## src/rtl/descriptor_memory_pkg.sv

```systemverilog
// Shared definitions for the descriptor RAM arbiter: FSM encoding and lock quota default.
package descriptor_memory_pkg;

  typedef enum logic [1:0] {
    IDLE = 2'd0,
    OWN0 = 2'd1,
    OWN1 = 2'd2
  } arb_state_t;

  localparam int MAX_LOCK_DEFAULT = 16;
  localparam int LOCK_CNT_W       = 8;

endpackage

```

## src/rtl/descriptor_memory_rr_pick.sv

```systemverilog
// Two-request round-robin picker: on contention the master not granted last wins.
module descriptor_memory_rr_pick
  import descriptor_memory_pkg::*;
(
  input  logic req0,
  input  logic req1,
  input  logic last_grant,
  output logic grant0,
  output logic grant1
);

  always_comb begin
    grant0 = 1'b0;
    grant1 = 1'b0;
    if (req0 && req1) begin
      grant0 = last_grant;
      grant1 = !last_grant;
    end else begin
      grant0 = req0;
      grant1 = req1;
    end
  end

endmodule

```

## src/rtl/descriptor_memory_arbiter.sv

```systemverilog
// Two-master arbiter in front of a single-port descriptor RAM, with lock support
// for read-modify-write and a bounded lock quota per owner.
module descriptor_memory_arbiter
  import descriptor_memory_pkg::*;
#(
  parameter int ADDR_W   = 11,
  parameter int DATA_W   = 32,
  parameter int MAX_LOCK = MAX_LOCK_DEFAULT
) (
  input  logic                clk,
  input  logic                reset_n,

  input  logic [ADDR_W-1:0]   m0_address,
  input  logic [DATA_W/8-1:0] m0_byteenable,
  input  logic                m0_read,
  input  logic                m0_write,
  input  logic [DATA_W-1:0]   m0_writedata,
  input  logic                m0_lock,
  output logic                m0_waitrequest,
  output logic [DATA_W-1:0]   m0_readdata,
  output logic                m0_readdatavalid,

  input  logic [ADDR_W-1:0]   m1_address,
  input  logic [DATA_W/8-1:0] m1_byteenable,
  input  logic                m1_read,
  input  logic                m1_write,
  input  logic [DATA_W-1:0]   m1_writedata,
  input  logic                m1_lock,
  output logic                m1_waitrequest,
  output logic [DATA_W-1:0]   m1_readdata,
  output logic                m1_readdatavalid,

  output logic [ADDR_W-1:0]   mem_address,
  output logic [DATA_W/8-1:0] mem_byteenable,
  output logic                mem_chipselect,
  output logic                mem_write,
  output logic [DATA_W-1:0]   mem_writedata,
  output logic                mem_clken,
  input  logic [DATA_W-1:0]   mem_readdata
);

  localparam logic [LOCK_CNT_W-1:0] MAX_LOCK_C = LOCK_CNT_W'(MAX_LOCK);

  arb_state_t              state;
  logic                    last_grant;
  logic [LOCK_CNT_W-1:0]   lock_cnt;
  logic                    rvalid0_p1;
  logic                    rvalid1_p1;

  logic req0;
  logic req1;
  logic rr_grant0;
  logic rr_grant1;
  logic grant0;
  logic grant1;
  logic quota_exit;
  logic lock_hold;

  assign req0 = m0_read | m0_write;
  assign req1 = m1_read | m1_write;

  descriptor_memory_rr_pick u_rr_pick (
    .req0       (req0),
    .req1       (req1),
    .last_grant (last_grant),
    .grant0     (rr_grant0),
    .grant1     (rr_grant1)
  );

  // A locked owner keeps exclusive access until its quota runs out while the other master waits.
  always_comb begin
    grant0     = rr_grant0;
    grant1     = rr_grant1;
    quota_exit = 1'b0;
    lock_hold  = 1'b0;
    case (state)
      OWN0: begin
        if (m0_lock) begin
          if (lock_cnt >= MAX_LOCK_C && req1) begin
            grant0     = 1'b0;
            grant1     = 1'b1;
            quota_exit = 1'b1;
          end else begin
            grant0    = req0;
            grant1    = 1'b0;
            lock_hold = 1'b1;
          end
        end
      end
      OWN1: begin
        if (m1_lock) begin
          if (lock_cnt >= MAX_LOCK_C && req0) begin
            grant0     = 1'b1;
            grant1     = 1'b0;
            quota_exit = 1'b1;
          end else begin
            grant0    = 1'b0;
            grant1    = req1;
            lock_hold = 1'b1;
          end
        end
      end
      default: ;
    endcase
  end

  always_comb begin
    mem_chipselect = grant0 | grant1;
    mem_write      = 1'b0;
    mem_address    = '0;
    mem_byteenable = '0;
    mem_writedata  = '0;
    if (grant0) begin
      mem_write      = m0_write;
      mem_address    = m0_address;
      mem_byteenable = m0_byteenable;
      mem_writedata  = m0_writedata;
    end else if (grant1) begin
      mem_write      = m1_write;
      mem_address    = m1_address;
      mem_byteenable = m1_byteenable;
      mem_writedata  = m1_writedata;
    end
  end

  assign mem_clken        = 1'b1;
  assign m0_waitrequest   = req0 & ~grant0;
  assign m1_waitrequest   = req1 & ~grant1;
  assign m0_readdata      = mem_readdata;
  assign m1_readdata      = mem_readdata;
  assign m0_readdatavalid = rvalid0_p1;
  assign m1_readdatavalid = rvalid1_p1;

  // p0 -> p1: read acceptance becomes readdatavalid alongside the RAM's registered output.
  always_ff @(posedge clk or negedge reset_n) begin
    if (!reset_n) begin
      state      <= IDLE;
      last_grant <= 1'b1;
      lock_cnt   <= '0;
      rvalid0_p1 <= 1'b0;
      rvalid1_p1 <= 1'b0;
    end else begin
      rvalid0_p1 <= grant0 & ~m0_write;
      rvalid1_p1 <= grant1 & ~m1_write;
      if (grant0 || grant1) begin
        last_grant <= grant1;
      end
      if (lock_hold && !quota_exit) begin
        if (lock_cnt != '1) begin
          lock_cnt <= lock_cnt + 1'b1;
        end
      end else if (grant0 && m0_lock) begin
        state    <= OWN0;
        lock_cnt <= '0;
      end else if (grant1 && m1_lock) begin
        state    <= OWN1;
        lock_cnt <= '0;
      end else begin
        state    <= IDLE;
        lock_cnt <= '0;
      end
    end
  end

endmodule

```

## config.mk

```make
export PLATFORM = sky130hd
export DESIGN_NAME = descriptor_memory_arbiter
export DESIGN_NICKNAME = d
export VERILOG_FILES = /design/src/rtl/descriptor_memory_pkg.sv /design/src/rtl/descriptor_memory_rr_pick.sv /design/src/rtl/descriptor_memory_arbiter.sv
export SDC_FILE = /design/constraint.sdc
export NUM_CORES = 1
export LEC_CHECK = 0
export BUFFER_PORTS_ARGS = -buffer_cell sky130_fd_sc_hd__buf_2
export CORE_AREA = 2 2 97 99
export CTS_CLUSTER_DIAMETER = 80
export DETAILED_ROUTE_END_ITERATION = 6
export DIE_AREA = 0 0 99 101
export REMOVE_ABC_BUFFERS = 1
export SLEW_MARGIN = 20
export SYNTH_ARGS = -nofsm -noshare
export SYNTH_HDL_FRONTEND = slang
export SYNTH_SLANG_ARGS = --single-unit
```

## constraint.sdc

```tcl
create_clock -name clk -period 7 [get_ports clk]
set_clock_uncertainty 0.1 [all_clocks]
set_input_delay 0.7 -clock clk [delete_from_list [all_inputs] [get_ports clk]]
set_output_delay 0.7 -clock clk [all_outputs]
set_load 0.02 [all_outputs]
```

==> results of run 1 <==
==> routing by layer <==
layer	vias up	share of wire (%)	wire [um]
met3	8	17	1810
met1	1189	45	4810
met5	-	0.66	71
met4	2	0.22	24
li1	1233	-	-
met2	201	38	4080
==> worst max-delay path, delay by kind of cell (launching register included) <==
kind | cells | cell delay (ps)
compound gates | 2 | 650
fa+ha+maj | 1 | 390
buf+inv | 3 | 730
flops | 1 | 380
simple gates | 1 | 950
==> flip-flops by register name (all words and copies together) (netlist names) <==
register,cells
lock_cnt,8
state,2
last_grant,1
m0_readdatavalid,1
m1_readdatavalid,1
==> final cells by class <==
type	count	area share, %
repair buffers	157	29.2
clock buffers	4	1.66
multi-input cells	166	44.5
inverters	55	7.59
well taps	111	5.11
flip-flops and latches	13	12.0
==> cell families (layout without fill, tap and decap cells) <==
kind of cell    count (synthesis)  in the layout  synth area share [%]
compound gates                115            115                  36.5
xor+xnor                        2              2                 0.750
fa+ha+maj                       4              4                  2.14
buf+inv                       149            216                  35.0
flops                          13             13                  14.0
mux                             2              2                  1.07
other cells                     1              1                 0.161
simple gates                   42             42                  10.3
==> power breakdown <==
| part | internal, W | switching (W) | leakage (nW) |
|---|---|---|---|
| combinational | 0.000398 | 0.000691 | 1.31 |
| clock | 0.0000403 | 0.0000299 | 0.0228 |
| sequential | 0.0000913 | 0.00000835 | 0.175 |
==> metrics by stage <==
step                      area (um^2)  utilization, %  setup WS, ps  total power [W]  instances
after floorplan                  1720               -           940         0.000824        234
after global placement           2680            29.8          3000          0.00119        502
after detailed placement         2680            29.8          2930          0.00120        502
after CTS                        2720            30.3          2810          0.00127        506
after global routing             2720            30.3          2640          0.00134        506
final                            2720            30.3          2840          0.00126        506
==> synth_stat cells, types with 2 or more instances <==
master    instances
or4_4             2
a31oi_1          50
nand3b_1          2
o21ai_0           3
a31o_2           48
inv_1            55
clkbuf_1         22
nor2b_1           2
buf_4            65
a21oi_1           3
nor3_1            6
and3_1            3
a211oi_1          2
nor2_1            9
nand3_1           3
nand2_1           4
ha_1              4
or2_2             2
buf_2             6
dfrtp_1          12
==> path summary, 6_finish.rpt <==
check | startpoint | to | slack, ps | depth (start not counted)
setup / recovery | state[0]$_DFFE_PN0N_ | mem_writedata[2] | 2840 | 7
hold / removal | reset_n | state[1]$_DFFE_PN0N_ | 240 | 1
setup reg to reg | state[0]$_DFFE_PN0N_ | last_grant$_DFFE_PN1P_ | 4020 | 6
hold reg to reg | last_grant$_DFFE_PN1P_ | last_grant$_DFFE_PN1P_ | 420 | 1
max in group asynchronous | reset_n | last_grant$_DFFE_PN1P_ | 6270 | 1
min in group clk | last_grant$_DFFE_PN1P_ | last_grant$_DFFE_PN1P_ | 420 | 1
==> summary.md, run 1 <==
| Metric | Value |
|---|---|
| Crit path cell chain | inv_1 -> ha_1 -> o311ai_4 -> buf_4 -> and3_2 -> a31o_2 -> buf_2 |
| I/O pins | 252 |
| Hold buffers post-CTS | 0 |
| Kind of critical path | flip-flop to output pin |
| Fill cells | 1001 |
| Synth unique cells | 45 |
| Slowest-stage cell, CP | and3_2 |
| Yosys top cell area share | 20.9% |
| Area added between synthesis and finish | 16.5% |
| Seq/Total Area, Yosys | 14.0% |
| Worst-Skew Late Latency | 250 ps |
| # nets final | 534 |
| Total global-route track usage | 19.6% |
| Slew Limit Headroom | 34.7% |
| Iteration-0 DRC count of the detailed router | 96 |
| Clk buf depth | 2 |
| Synth warn | 0 |
| Antenna Nets Post-Route | 0 |
| Worst Path Required | 6200 ps |
| Min Hold Slack | 242 ps |
| Number of synthesized flops with an enable pin | 0 |
| Setup TNS | 0 ps |
| Routed wire length | 10800 um |
| H-tree depth | 1 |
| Most common cell after layout, fill and taps aside | buf_2 |
| Met1 usage in global routing | 26.9% |
| M3 GR Usage | 13.0% |
| Cells after Synth | 328 |
| First-pass GRT wire length | 14700 um |
| PortBufs | 154 |
| Vias per cell | 5.20 |
| Ant. Diodes | 0 |
| Most frequent cells in the layout | buf_2, inv_1, a31oi_1 |
| Total setup buffers inserted after CTS | 0 |
| Post-cts gate resize count | 0 |
| Clock slew seen by the registers of the worst setup and hold paths | 60 ps |
| Worst-margin pin slew | 980 ps |
| Via count | 2633 |
| Leakage | 1.51 nW |
| Met2 Resource Use GR | 25.3% |
| Register area | 327 um^2 |
| Hold Path Class | primary input to asynchronous set/reset pin |
| Nature of the critical path endpoint | output pin |
| RSZ-0062 raised after global routing | false |
| CTS Sinks | 13 |
| Largest net degree at the start of global routing | 53 |
| CP peak stage delay | 950 ps |
| Top cells by area, synth | buf_4, a31o_2, a31oi_1 |
| Synth Register Bits | 13 |
| DPL Wire Length | 8480 um |
| Placement row count | 35 |
| Area of the multi-input gates | 1210 um^2 |
| Critical path arrival | 3360 ps |
| Die height | 101 um |
| Grt peak-use layer | met1 |
| Critical path fanouts, max | 52 |
| Routed wire per std cell | 21.3 um |
| Most frequently used flop master after synthesis | dfrtp_1 |
| DRT Pass-1 Iters | 4 |
| Post-synthesis cell area | 2330 um^2 |
| Gr ovfl total | 0 |
| Die Area | 10000 um^2 |
| Tcrit/Tclk final | 59.5% |
| Final setup viols | 0 |
| Tmin final | 4160 ps |
| Pwr Density | 463 nW/um^2 |
| Die width | 99 um |
| Synth area leader | buf_4 |
| Clock buffer count from CTS | 3 |
| Outcome | finished, final reports clean |
| Max Cap Viol | 0 |
| Worst VDD drop | 323 uV |
| Max Slew Vio Count | 0 |
| Vias in the first global route | 2389 |
| Async SR Flop Fraction | 100% |
| GPL Wtd Cong | 0.967 |
| CORE AREA | 8980 um^2 |
| Startpoint Class | flip-flop |
| Synth Area per Inst | 7.12 um^2 |
| Highest Clock Rate | 240 MHz |
| Initial Utilization | 26.0% |
| CTS root buffer | clkbuf_8 |
| Initial antenna violation count | 0 |
| # DRC | 0 |
| CTS tree | done |
| Final Hold Viols | 0 |
| Share of cells above drive strength 1 | 55.2% |
(Power assumes the default switching activity.)
==> run 2: changes to the inputs <==
--- a/config.mk
+++ b/config.mk
@@ -10,6 +10,7 @@
 export CTS_CLUSTER_DIAMETER = 80
 export DETAILED_ROUTE_END_ITERATION = 6
 export DIE_AREA = 0 0 99 101
+export PLACE_DENSITY = 0.66
 export REMOVE_ABC_BUFFERS = 1
 export SLEW_MARGIN = 20
 export SYNTH_ARGS = -nofsm -noshare
==> constraint.sdc (replaced) <==
create_clock -name clk -period 3.5 [get_ports clk]
set_clock_uncertainty 0.1 [all_clocks]
set_input_delay 0.35 -clock clk [delete_from_list [all_inputs] [get_ports clk]]
set_output_delay 0.35 -clock clk [all_outputs]
set_load 0.02 [all_outputs]
==> summary.md, run 2 (same netlist as run 1, synthesis figures left out) <==
| Metric | Value |
|---|---|
| Total power | 0.00254 W (+100%) |
| Routed wire per std cell | 19.8 um (-7.3%) |
| CORE AREA | 8980 um^2 (unchanged) |
| GPL Wtd Cong | 0.848 (-12%) |
| Nature of the critical path endpoint | output pin |
| Max reg flops | 8 (unchanged) |
| Gr ovfl total | 0 (unchanged) |
| # DRC | 0 (unchanged) |
| # nets final | 539 (+0.94%) |
| Placed cell count | 506 (+0.80%) |
| Slew Limit Headroom | 57.0% (+22 points) |
| Worst Path Required | 3050 ps (-3150 ps) |
| Worst Path Buf+Inv | 2 (-1) |
| Max Slew Vio Count | 0 (unchanged) |
| CTS Sinks | 13 (unchanged) |
| Tcrit/Tclk final | 87.9% |
| Final Hold Viols | 0 (unchanged) |
| PortBufs | 154 (unchanged) |
| Leakage | 1.54 nW (+2.4%) |
| Crit path cell chain | inv_1 -> ha_1 -> and3b_1 -> and3_1 -> or3_4 -> a31o_2 -> buf_2 |
| Most common cell after layout, fill and taps aside | buf_2 |
| Vias in the first global route | 2405 (+0.67%) |
| Critical path fanouts, max | 49 (-5.8%) |
| Area added between synthesis and finish | 19.5% |
| CTS tree | done |
| Routed wire length | 10100 um (-6.4%) |
| Max Cap Viol | 0 (unchanged) |
| Slowest-stage cell, CP | or3_4 |
| Critical path arrival | 2630 ps (-730 ps) |
| Fin area | 2790 um^2 (+2.6%) |
| Worst-margin pin slew | 640 ps (-340 ps) |
| Vias per cell | 5.32 (+2.2%) |
| Share of cells above drive strength 1 | 55.8% (+0.56 points) |
| Hold Path Class | primary input to flip-flop |
| Die height | 101 um (unchanged) |
| Largest net degree at the start of global routing | 50 (-5.7%) |
| Post-route worst setup slack | 424 ps (-2410 ps) |
| Die Area | 10000 um^2 (unchanged) |
| Highest Clock Rate | 325 MHz |
| Initial antenna violation count | 0 (unchanged) |
| DRT Pass-1 Iters | 4 (unchanged) |
| Post-DP Area | 2730 um^2 (+2.1%) |
| DPL Wire Length | 7900 um (-6.8%) |
| R2R setup slack | 1090 ps (-2930 ps) |
| Placement row count | 35 (unchanged) |
| Clk buf depth | 2 (unchanged) |
| Worst VDD drop | 491 uV (+52%) |
| Iteration-0 DRC count of the detailed router | 94 (-2.1%) |
| First-pass GRT wire length | 14100 um (-4.0%) |
| Tmin final | 3080 ps |
| Outcome | finished, final reports clean |
| Ant. Diodes | 0 (unchanged) |
| Largest register by flop count | lock_cnt |
| Total global-route track usage | 18.0% (-1.6 points) |
| Die width | 99 um (unchanged) |
| Initial Utilization | 26.0% (unchanged) |
| Most frequent cells in the layout | buf_2, inv_1, a31oi_1 |
| Clock slew seen by the registers of the worst setup and hold paths | 50 ps (about the same) |
| CTS root buffer | clkbuf_8 |
| Non-Filler Instances | 511 (+0.99%) |
| CP peak stage delay | 610 ps (-340 ps) |
| H-tree depth | 1 (unchanged) |
| Via count | 2718 (+3.2%) |
| Pre-CTS setup slack | 360 ps (-2570 ps) |
| Startpoint Class | flip-flop |
| Final setup viols | 0 (unchanged) |
| I/O pins | 252 (unchanged) |
| Cell family with most CP delay | simple AND/OR/NAND/NOR gates |
| Regs by FF count | lock_cnt: 8 flops, state: 2 flops |
| Clock buffer count from CTS | 3 (unchanged) |
| Worst-Skew Late Latency | 240 ps (about the same) |
| Antenna Nets Post-Route | 0 (unchanged) |
| Pwr Density | 910 nW/um^2 (+97%) |
| RSZ-0062 raised after global routing | false |
| Kind of critical path | flip-flop to output pin |
[run 2: cell count changes in the layout (fill, tap and decap cells not counted)]
| cell | previous run | this run |
|---|---|---|
| clkbuf_1 | 1 | 0 |
| clkinv_2 | 0 | 1 |
| dlygate4sd3_1 | 0 | 1 |
| buf_12 | 0 | 2 |
| or3_4 | 0 | 1 |
| buf_4 | 3 | 5 |
| or3_2 | 1 | 0 |
[run 2: final cells by class]
cell class,count,area [um^2]
clock inverter,1,5.00
timing repair buffer,162,858
clock buffer,3,41.3
inverter,55,206
fill,988,6190
multi-input combinational,166,1210
sequential,13,327
tap,111,139
[run 2: worst paths after layout]
path | from | to | cells after the start
max in group asynchronous | reset_n | last_grant$_DFFE_PN1P_ | 2
hold / removal | m0_write | m0_readdatavalid$_DFF_PN0_ | 2
hold reg to reg | last_grant$_DFFE_PN1P_ | last_grant$_DFFE_PN1P_ | 1
setup reg to reg | state[0]$_DFFE_PN0N_ | last_grant$_DFFE_PN1P_ | 7
setup / recovery | state[0]$_DFFE_PN0N_ | mem_writedata[18] | 7
min in group asynchronous | reset_n | lock_cnt[3]$_DFFE_PN0P_ | 2
[run 2: where the power goes]
part | switching, W | total, W | internal [W]
Sequential | 0.0000163 | 0.000199 | 0.000183
Clock | 0.0000556 | 0.000134 | 0.0000787
Combinational | 0.00135 | 0.00221 | 0.000856
Total | 0.00142 | 0.00254 | 0.00112
[run 2: metal layers]
layer / share of wire [%] / vias up / routed length [um] / track usage (%)
met3: 15 / 4 / 1470 / 11.1
met4: 0.32 / 2 / 32 / 1.79
li1: - / 1245 / - / -
met2: 41 / 202 / 4170 / 25.8
met5: 0.53 / - / 54 / 8.72
met1: 43 / 1265 / 4380 / 23.2
[run 2: what timing repair did]
action | 4_1_cts | 5_1_grt
buffers inserted | 0 | 0
resized for setup | 0 | 1
hold endpoints to repair | 12 | 0
setup endpoints to repair | 0 | 49
hold buffers | 1 | 0
[run 2: stage by stage]
step           hold WS [ps]  utilization (%)  TNS, ps
6_report                199             31.1        0
5_1_grt                 220             31.1        0
4_1_cts                 193             31.0        0
3_5_place_dp            155             30.4        0
3_3_place_gp            147             30.4        0
2_1_floorplan         -45.6                -  -116040
==> run 3: changes to the inputs <==
--- a/config.mk
+++ b/config.mk
@@ -11,7 +11,6 @@
 export DETAILED_ROUTE_END_ITERATION = 6
 export DIE_AREA = 0 0 99 101
 export PLACE_DENSITY = 0.66
-export REMOVE_ABC_BUFFERS = 1
 export SLEW_MARGIN = 20
 export SYNTH_ARGS = -nofsm -noshare
 export SYNTH_HDL_FRONTEND = slang
==> summary.md, run 3 (same netlist as run 1, synthesis figures left out) <==
| Metric | Value |
|---|---|
| RSZ-0062 raised after global routing | false |
| Routed wire per std cell | 16.5 um (-17%) |
| Tmin final | 3200 ps (+119 ps) |
| Startpoint Class | flip-flop |
| Regs by FF count | lock_cnt: 8 flops, state: 2 flops |
| Placed cell count | 503 (-0.59%) |
| Critical path arrival | 2750 ps (+120 ps) |
| Max reg flops | 8 (unchanged) |
| Share of cells above drive strength 1 | 55.4% (-0.33 points) |
| Worst Path Required | 3050 ps (about the same) |
| Vias per cell | 5.16 (-3.0%) |
| Clock buffer count from CTS | 3 (unchanged) |
| First-pass GRT wire length | 12500 um (-12%) |
| PortBufs | 154 (unchanged) |
| Routed wire length | 8360 um (-17%) |
| Hold path start | m0_write |
| Setup TNS | 0 ps (unchanged) |
| Clock slew seen by the registers of the worst setup and hold paths | 60 ps (about the same) |
| Worst-margin pin slew | 665 ps (+25.4 ps) |
| Antenna Nets Post-Route | 0 (unchanged) |
| Critical R2R Launch | lock_cnt[7]$_DFFE_PN0P_ |
| CTS tree | done |
| Nature of the critical path endpoint | output pin |
| Net Count, Synth | 466 |
| H-tree depth | 1 (unchanged) |
| Worst-Skew Late Latency | 240 ps (about the same) |
| Leakage | 1.52 nW (-1.6%) |
| FF-to-FF End | state[0]$_DFFE_PN0N_ |
| Die width | 99 um (unchanged) |
| Most frequent cells in the layout | buf_2, inv_1, a31oi_1 |
| CORE AREA | 8980 um^2 (unchanged) |
| # DRC | 0 (unchanged) |
| CTS Sinks | 13 (unchanged) |
| Hold Crit Depth | 2 (unchanged) |
| Gr ovfl total | 0 (unchanged) |
| CP peak stage delay | 590 ps (-20 ps) |
| Non-Filler Instances | 508 (-0.59%) |
| Pwr Density | 912 nW/um^2 (+0.26%) |
| Area added between synthesis and finish | 17.5% |
| Hold Path Class | primary input to flip-flop |
| Total global-route track usage | 15.1% (-3.0 points) |
| Max Cap Viol | 0 (unchanged) |
| DRT Pass-1 Iters | 4 (unchanged) |
| GPL Wtd Cong | 0.794 (-6.3%) |
| Final setup viols | 0 (unchanged) |
| Total setup buffers inserted after CTS | 0 (unchanged) |
| Via count | 2621 (-3.6%) |
| Largest net degree at the start of global routing | 51 (+2.0%) |
| Most common cell after layout, fill and taps aside | buf_2 |
| Post-DP Area | 2680 um^2 (-1.7%) |
| Outcome | finished, final reports clean |
| Fin area | 2740 um^2 (-1.7%) |
| Critical path fanouts, max | 29 (-41%) |
| CTS root buffer | clkbuf_8 |
| Largest register by flop count | lock_cnt |
| I/O pins | 252 (unchanged) |
| Hold Path Sink | m0_readdatavalid$_DFF_PN0_ |
| Max Slew Vio Count | 0 (unchanged) |
| R2R cell count | 4 (-3) |
| Placement row count | 35 (unchanged) |
| Ant. Diodes | 0 (unchanged) |
| Die height | 101 um (unchanged) |
| Initial antenna violation count | 0 (unchanged) |
| Slowest-stage cell, CP | and3_2 |
| Worst VDD drop | 584 uV (+19%) |
| Initial Utilization | 26.0% (unchanged) |
| R2R setup slack | 1110 ps (+20 ps) |
| Crit path cell chain | inv_1 -> ha_1 -> and3b_1 -> o211ai_1 -> and3_2 -> buf_4 -> a31o_2 -> buf_2 |
| Highest Clock Rate | 313 MHz (-3.7%) |
| Iteration-0 DRC count of the detailed router | 80 (-15%) |
| Final Hold Viols | 0 (unchanged) |
| # nets final | 536 (-0.56%) |
| Clk buf depth | 2 (unchanged) |
| Die Area | 10000 um^2 (unchanged) |
| DPL Wire Length | 6300 um (-20%) |
| Tcrit/Tclk final | 91.3% (+3.4 points) |
| Vias in the first global route | 2384 (-0.87%) |
| Kind of critical path | flip-flop to output pin |
| Slew Limit Headroom | 55.3% (-1.7 points) |
==> run 3: routing by layer <==
layer | global-route usage (%) | part of all wire, % | up-vias | wire length (um)
li1 | - | - | 1238 | -
met1 | 20.9 | 43 | 1209 | 3580
met2 | 24.4 | 46 | 168 | 3830
met3 | 3.26 | 10 | 6 | 853
met4 | 2.63 | 1.1 | 0 | 91
met5 | 0 | 0 | - | 0
==> run 3: metrics by stage <==
step	util [%]	setup slack [ps]	hold WS (ps)	power, W
floorplan	-	882	-45.6	0.00184
global placement	29.9	396	151	0.00234
detailed placement	29.9	329	149	0.00236
CTS	30.5	61.6	212	0.00250
global route	30.6	165	235	0.00267
finish	30.6	304	213	0.00250
==> run 3: power by group <==
group | leakage [nW] | internal, W | switching (W) | total (W)
clock | 0.0255 | 0.0000787 | 0.0000557 | 0.000134
sequential | 0.175 | 0.000183 | 0.0000166 | 0.000199
combinational | 1.32 | 0.000811 | 0.00136 | 0.00217
total | 1.52 | 0.00107 | 0.00143 | 0.00250
==> run 3: what timing repair did <==
| action | in CTS | in global routing |
|---|---|---|
| hold endpoints to repair | 12 | 0 |
| setup endpoints to repair | 0 | 36 |
| gates resized for setup | 0 | 1 |
| hold buffers | 1 | 0 |
==> run 3: critical path: cells and delay by family, from the launching register on <==
kind | cells | cell delay [ps]
buffers and inverters | 3 | 610
AOI/OAI and AO/OA | 2 | 300
DFF | 1 | 370
and+or+nand+nor | 2 | 800
adders and majority gates | 1 | 400
==> run 3: area by class of cell <==
cell class	instances	area, um^2
Clock inverter	1	5.00
Multi-Input combinational cell	166	1210
Fill cell	970	6230
Clock buffer	3	41.3
Timing Repair Buffer	159	811
Inverter	55	206
Tap cell	111	139
Sequential cell	13	327
==> run 3: worst max path at each step <==
stage,cells after the start,endpoint,start
after CTS,7,mem_writedata[16],state[0]$_DFFE_PN0N_
after global routing,8,mem_writedata[26],state[0]$_DFFE_PN0N_
final,8,mem_writedata[26],state[0]$_DFFE_PN0N_
after floorplan,7,mem_address[0],state[0]$_DFFE_PN0N_
after detailed placement,7,mem_writedata[16],state[0]$_DFFE_PN0N_
after global placement,7,mem_writedata[16],state[0]$_DFFE_PN0N_
